**src/rtl/pipe_perf_monitor.sv**
```systemverilog
// rtl/pipe_perf_monitor.sv - pipeline perf counters with auto-stop and valid/ready dump of four totals
// Optional: define PERF_CNT_SATURATE_EN for saturating counters (default wraps).

module pipe_perf_monitor #(
    parameter int CNT_W       = 32,
    parameter int CYCLE_LIMIT = 30
) (
    input  logic             clk_i,
    input  logic             rst_i,
    input  logic             start_i,
    input  logic             stall_i,
    input  logic             branch_i,
    input  logic             flush_i,
    input  logic             retire_i,
    output logic             out_valid_o,
    input  logic             out_ready_i,
    output logic [CNT_W-1:0] out_data_o,
    output logic [1:0]       out_idx_o,
    output logic             running_o,
    output logic             done_o
);

    typedef enum logic [1:0] {S_IDLE, S_RUN, S_DUMP, S_DONE} state_t;

    // Run length is tracked separately so the stop point is exact even when
    // the visible cycle counter wraps or saturates.
    localparam int LIM_W = $clog2(CYCLE_LIMIT + 2);

    state_t           state_q, state_n;
    logic [CNT_W-1:0] cnt_q [4];
    logic [CNT_W-1:0] cnt_n [4];
    logic [LIM_W-1:0] lim_q, lim_n;
    logic [1:0]       idx_q, idx_n;

    function automatic logic [CNT_W-1:0] bump(input logic [CNT_W-1:0] c, input logic en);
`ifdef PERF_CNT_SATURATE_EN
        return (en && (c != '1)) ? c + 1'b1 : c;
`else
        return en ? c + 1'b1 : c;
`endif
    endfunction

    always_comb begin
        state_n = state_q;
        lim_n   = lim_q;
        idx_n   = idx_q;
        for (int i = 0; i < 4; i++) cnt_n[i] = cnt_q[i];
        case (state_q)
            S_IDLE, S_RUN: begin
                if (start_i) begin
                    cnt_n[0] = bump(cnt_q[0], 1'b1);
                    cnt_n[1] = bump(cnt_q[1], stall_i && !branch_i);
                    cnt_n[2] = bump(cnt_q[2], flush_i);
                    cnt_n[3] = bump(cnt_q[3], retire_i);
                    lim_n    = lim_q + 1'b1;
                    if ((CYCLE_LIMIT != 0) && (lim_n == LIM_W'(CYCLE_LIMIT)))
                        state_n = S_DUMP;
                    else
                        state_n = S_RUN;
                end
            end
            S_DUMP: begin
                if (out_valid_o && out_ready_i) begin
                    idx_n = idx_q + 2'd1;
                    if (idx_q == 2'd3) state_n = S_DONE;
                end
            end
            S_DONE:  state_n = S_DONE;
            default: state_n = S_IDLE;
        endcase
    end

    // Outputs are registered from next-state values so they change only on clock edges.
    always_ff @(posedge clk_i or negedge rst_i) begin
        if (!rst_i) begin
            state_q     <= S_IDLE;
            for (int i = 0; i < 4; i++) cnt_q[i] <= '0;
            lim_q       <= '0;
            idx_q       <= '0;
            out_valid_o <= 1'b0;
            out_data_o  <= '0;
            running_o   <= 1'b0;
            done_o      <= 1'b0;
        end else begin
            state_q     <= state_n;
            for (int i = 0; i < 4; i++) cnt_q[i] <= cnt_n[i];
            lim_q       <= lim_n;
            idx_q       <= idx_n;
            out_valid_o <= (state_n == S_DUMP);
            out_data_o  <= (state_n == S_DUMP) ? cnt_n[idx_n] : '0;
            running_o   <= (state_n == S_RUN);
            done_o      <= (state_n == S_DONE);
        end
    end

    assign out_idx_o = idx_q;

endmodule

```
**config.mk**
```make
export PLATFORM = sky130hd
export DESIGN_NAME = pipe_perf_monitor
export DESIGN_NICKNAME = d
export VERILOG_FILES = /design/src/rtl/pipe_perf_monitor.sv
export SDC_FILE = /design/constraint.sdc
export NUM_CORES = 1
export LEC_CHECK = 0
export CAP_MARGIN = 20
export CORE_MARGIN = 4
export CORE_UTILIZATION = 50
export CTS_BUF_LIST = sky130_fd_sc_hd__clkbuf_4 sky130_fd_sc_hd__clkbuf_8
export DETAILED_ROUTE_END_ITERATION = 16
export DONT_BUFFER_PORTS = 1
export PLACE_DENSITY = 0.65
export SLEW_MARGIN = 20
export SYNTH_ARGS = -nofsm -noshare
export SYNTH_HDL_FRONTEND = slang
export SYNTH_SLANG_ARGS = --single-unit
export TNS_END_PERCENT = 5
```
**constraint.sdc**
```tcl
create_clock -name clk_i -period 6.6 [get_ports clk_i]
set_clock_uncertainty 0.15 [all_clocks]
set_input_delay 0.66 -clock clk_i [delete_from_list [all_inputs] [get_ports clk_i]]
set_output_delay 0.66 -clock clk_i [all_outputs]
set_load 0.1 [all_outputs]
```
Word level (Yosys, flattened, before mapping). Index checks and enable logic that the tools add are counted.

Input port bits: 8. Output and inout bits: 37. Bits in registers: 172. Word-level logic and storage cells: 49.

Mux-type cells: 16. Reduce and logical (&&, ||, !) cells: 6. Magnitude comparators: 1. Add/sub/neg operators: 6. Equal/unequal tests: 8. Bitwise operators: 1.

Operators by type and width (number): two-way mux 128 bit (2); two-way mux 32 bit (6); adder 32 x 1 -> 32 bit (second input constant) (4); binary-select mux 32 bit (select 2 bit) (1); two-way mux 2 bit (6); equality test 2 bit (second input constant) (5); one-hot mux 2 bit (3 select lines) (1); adder 5 x 1 -> 5 bit (second input constant) (1); equality test 5 bit (second input constant) (1); equality test 2 x 1 -> 1 bit (second input constant) (2); greater-or-equal comparator 3 bit (second input constant) (1); NOT 2 -> 3 bit (1); adder 2 x 1 -> 2 bit (second input constant) (1); logical AND 1 bit (2); zero test 2 bit (1); AND reduction 2 bit (1); OR reduction 2 bit (1); zero test 1 bit (1).

Depth between registers and ports, before layout.
Word-level depth: 9. Mapped depth: 10. Mapped depth without buffers: 9.

Worst setup path before layout. OpenSTA, ideal clock, no wires.

Path type: flip-flop to flip-flop. From: reg idx_q[1], in the netlist out_idx_o[1]. To: reg out_data_o[15]. Stages on the path, launching flop included: 9. Required time: 6319 ps. Setup time: 131 ps. Path buffers: 3. Data arrival time: 2660 ps. Clock period less this slack: 2942 ps. Setup slack: 3658 ps. Path through: dfrtp_1 ha_1 mux2i_2 inv_1 buf_2 buf_2 buf_2 o2111ai_1 nand3_1.

Cells in the longest elaborated chain, start to end: 8. Elaborated cells between the ends (all ways): 13. Classes of those cells: add/sub (1); eq/ne (2); mux (9); bitwise (1).

Ends and longest elaborated chain: start: declaration (line 33) `logic [1:0] idx_q, idx_n;`; start signal: assignment (line 88) `idx_q <= idx_n;`; adder 2 x 1 -> 2 bit (line 64) `idx_n = idx_q + 2'd1;`; two-way mux 2 bit (line 63) `if (out_valid_o && out_ready_i) begin`; two-way mux 2 bit (*) (line 48) `case (state_q)`; via idx_n[1] (line 33); NOT 2 -> 3 bit (not written as such) (*) (line 90) `out_data_o <= (state_n == S_DUMP) ? cnt_n[idx_n] : '0;`; binary-select mux 32 bit (select 2 bit) (*) (line 90); two-way mux 32 bit (not written as such) (*) (2 in a row) (line 90); two-way mux 32 bit (*) (line 90); end signal: assignment (line 90); end: declaration (line 17) `output logic [CNT_W-1:0] out_data_o,`.

The timed path passes the listed nets; every way through them passes the cells marked *. The select of a mux whose other input is x is not followed. A chain may end at the register's enable or synchronous reset.

Worst setup path after layout.
From: reg idx_q[1], in the netlist out_idx_o[1]. To: reg out_data_o[30].

Cells in the longest elaborated chain, start to end: 8. Elaborated cells between the ends (all ways): 13. Classes of those cells: add/sub (1); eq/ne (2); mux (9); bitwise (1).

Ends and longest elaborated chain (line): adder 2 x 1 -> 2 bit (64); two-way mux 2 bit (63); two-way mux 2 bit (48); NOT 2 -> 3 bit (not written as such) (90); binary-select mux 32 bit (select 2 bit) (90); two-way mux 32 bit (not written as such) (2 in a row) (90); two-way mux 32 bit (*) (90).

Mark *: on every way between the ends. The rest lies on a longest branch, timed or not. The select of a mux whose other input is x is not followed.

==> flow_summary.json <==
{
  "crit_type": "register to register",
  "dp.cells": 931,
  "final_util_pct": 55.5,
  "grt_max_degree": 173,
  "cts.sinks": 172,
  "ys_top_cells_by_area": "dfrtp_1 53%, xnor2_1 9.6%, xor2_1 4.1%",
  "p_leak_nw": 3.87,
  "wl_per_cell_um": 21.0,
  "critPathLaunchType": "register",
  "relSlewSlack_pct": 27.0,
  "vias": 5762,
  "setup_viol": 0,
  "place_congestion": 0.896,
  "status": "finished with violations",
  "rsz0062_at_grt": "no",
  "drtPass1Iterations": 5,
  "grt_pass1_wl_um": 32300,
  "drt-met1-wl_um": 9150,
  "crit_family": "flip-flops",
  "synth_cells": 733,
  "max_stage_delay_ps": 1000,
  "die_area_um2": 18500,
  "cp.required_ps": 6850,
  "hold_path_class": "input port to asynchronous set/reset pin",
  "portBuffers": 0,
  "cts.clk_slew.worst_paths_ps": 90,
  "wl_um": 20300,
  "cts.htree.levels": 4,
  "fin_tns_setup_ps": 0,
  "worstSetupEndpointType": "register",
  "finalNetCount": 750,
  "avgViaCountPerCell": 5.98,
  "start_util_pct": 51.3,
  "syn_area_um2": 8180,
  "synth_ff_type": "dfrtp_1",
  "synth_top_area_share_pct": 52.6,
  "r2r-start": "out_idx_o[1]$_DFF_PN0_",
  "period_share_pct": 65.5,
  "num_antenna_cells": 0,
  "synth_fp_nets": 748,
  "min_period_ps": 4320,
  "crit_chain": "ha_1, mux2i_2, inv_1, buf_4, nand2_1, o221ai_1, nor2_1",
  "r2r_cells": 7,
  "fmax_mhz": 231,
  "cp_max_fo": 20,
  "met3_length_um": 1150,
  "grt_pass1_vias": 5746,
  "p_per_area_nw_per_um2": 277,
  "postRouteAntennaNets": 0,
  "top_level_ports": 45,
  "synthToLayoutAreaGrowth_pct": 8.12,
  "yosysWarnings": 0,
  "rows": 46,
  "r2r_slack_ps": 2280,
  "hpwl_um": 14400,
  "ys_seq_area_share_pct": 52.6,
  "gr-total-overflow": 0,
  "die_h_um": 136,
  "top_layer_used": "met4",
  "cts_max_path_buffers": 2,
  "antenna_found_initial": 0,
  "hold_viol": 1,
  "pre_cts_ws_ps": 2250,
  "r2r-end": "out_data_o[30]$_DFF_PN0_",
  "grt_usage_pct": 23.1,
  "cts_tree": "built",
  "instances_no_fill": 964,
  "ys_top_cells_by_count": "172 x dfrtp_1, 90 x xnor2_1, 56 x nand3_1, 52 x nand2_1",
  "die_w_um": 136,
  "dr_wl_met2_um": 9560,
  "violations": "negative hold slack",
  "synth_top_area_cell": "dfrtp_1",
  "slowest_stage": "dfrtp_1",
  "drt_iter0_markers": 479,
  "drv_slew": 0,
  "drcViolationCount": 0,
  "worst_pin_slew_ps": 1070,
  "critPathBufInv": 2,
  "clk_latency_ps": 470,
  "root_buffer": "clkbuf_8",
  "cap_violations": 0,
  "cts_setup_buffers": 0,
  "ir_worst_vdd_uv": 233,
  "whs_ps": -4.33,
  "setup_slack_ps": 2280,
  "yosys_register_bits": 172,
  "synthArstFlopShare_pct": 100,
  "core_area_um2": 15900,
  "crit_arrival_ps": 4570,
  "n_fill_cell": 1390,
  "drive_gt1_share_pct": 9.63,
  "yosysMostFrequentCell": "dfrtp_1",
  "synth-edff-count": 0,
  "synth_cell_types": 54,
  "postSynthAreaPerCell_um2": 11.2,
  "cts_buffers": 17
}
-- per-layer routing --
metal,GRT usage [%],vias up
met5,0,-
met2,36.1,178
met3,5.22,28
li1,-,2651
met4,7.17,0
met1,32.3,2905
-- how the worst max path moves through the flow --
stage	to	slack, ps	from	cells past startpoint
floorplan	out_data_o[15]$_DFF_PN0_	3660	out_idx_o[1]$_DFF_PN0_	8
global placement	out_data_o[16]$_DFF_PN0_	2520	out_idx_o[1]$_DFF_PN0_	7
detailed placement	out_data_o[30]$_DFF_PN0_	2250	out_idx_o[1]$_DFF_PN0_	7
CTS	out_data_o[30]$_DFF_PN0_	2270	out_idx_o[1]$_DFF_PN0_	7
global route	out_data_o[26]$_DFF_PN0_	1980	out_idx_o[1]$_DFF_PN0_	7
finish	out_data_o[30]$_DFF_PN0_	2280	out_idx_o[1]$_DFF_PN0_	7
-- layout by cell type (no fill, tap or decap), types with 3 or more instances in the layout --
| cell type | count |
|---|---|
| dfrtp_1 | 172 |
| xnor2_1 | 90 |
| nand3_1 | 56 |
| nand2_1 | 52 |
| nand4_1 | 43 |
| nor2_1 | 43 |
| xor2_1 | 38 |
| clkbuf_8 | 21 |
| and3_1 | 18 |
| o22ai_1 | 18 |
| inv_1 | 17 |
| and4_1 | 17 |
| nor4_1 | 14 |
| nor3_1 | 14 |
| and2_1 | 11 |
| o221ai_1 | 9 |
| mux2i_1 | 8 |
| mux4_2 | 8 |
| ha_1 | 7 |
| o21ai_0 | 6 |
| nor4_2 | 6 |
| a21oi_1 | 5 |
| buf_4 | 5 |
| nor2b_1 | 4 |
| nand4b_1 | 4 |
| nor3_2 | 4 |
| mux2_2 | 4 |
| o21bai_1 | 4 |
| clkinvlp_4 | 4 |
| clkinv_2 | 4 |
| nand3b_1 | 3 |
| or2_2 | 3 |
| o32ai_1 | 3 |
| bufinv_16 | 3 |
-- layout make-up --
class,instances,area (um2),area share [%]
clock inverters,11,140,1.58
well taps,216,270,3.05
clock buffers,21,289,3.27
repair buffers,6,65.1,0.735
flip-flops and latches,172,4300,48.6
inverters,17,63.8,0.721
multi-input cells,521,3720,42.0
-- repair_timing --
item                                   CTS  global route
hold buffers                             1             0
endpoints found under the hold margin  172             0
gates resized for setup                  0             0
-- kinds of logic after synthesis --
group,count (synthesis),synth area share [%]
AO/OA/AOI/OAI,60,5.20
XOR/XNOR,128,13.7
AND/OR/NAND/NOR,305,21.4
adder cells (fa/ha/maj),7,1.07
flip-flops,172,52.6
multiplexers,21,3.90
buffers and inverters,40,2.11
-- worst reg2reg max path, delay by kind of cell (launching register included) --
| family | cells | cell delay (ps) |
|---|---|---|
| mux | 1 | 830 |
| simple gates | 2 | 630 |
| compound gates | 1 | 230 |
| buf+inv | 2 | 1010 |
| flops | 1 | 1000 |
| fa+ha+maj | 1 | 410 |
-- sequential cells by signal, summed over array words and instances (netlist names) --
register and flops:
cnt_q 128, out_data_o 32, lim_q 5, out_idx_o 2
state_q 2, done_o 1, out_valid_o 1, running_o 1
-- power by group --
group          total [mW]  switching (mW)  internal, mW  leakage, nW
clock network       0.798           0.386         0.412        0.210
registers            1.32           0.173          1.15         2.32
logic               0.329           0.180         0.150         1.34
total                2.45           0.739          1.71         3.87
-- metrics by stage --
step | hold slack [ps] | instance area (um2) | total power, mW
6_report | -4.33 | 8850 | 2.45
5_1_grt | 107 | 8850 | 2.56
4_1_cts | 101 | 8850 | 2.46
3_5_place_dp | 223 | 8390 | 1.65
3_3_place_gp | 221 | 8390 | 1.63
2_1_floorplan | 214 | 8180 | 1.56
Power figures use the tool's default switching activity.
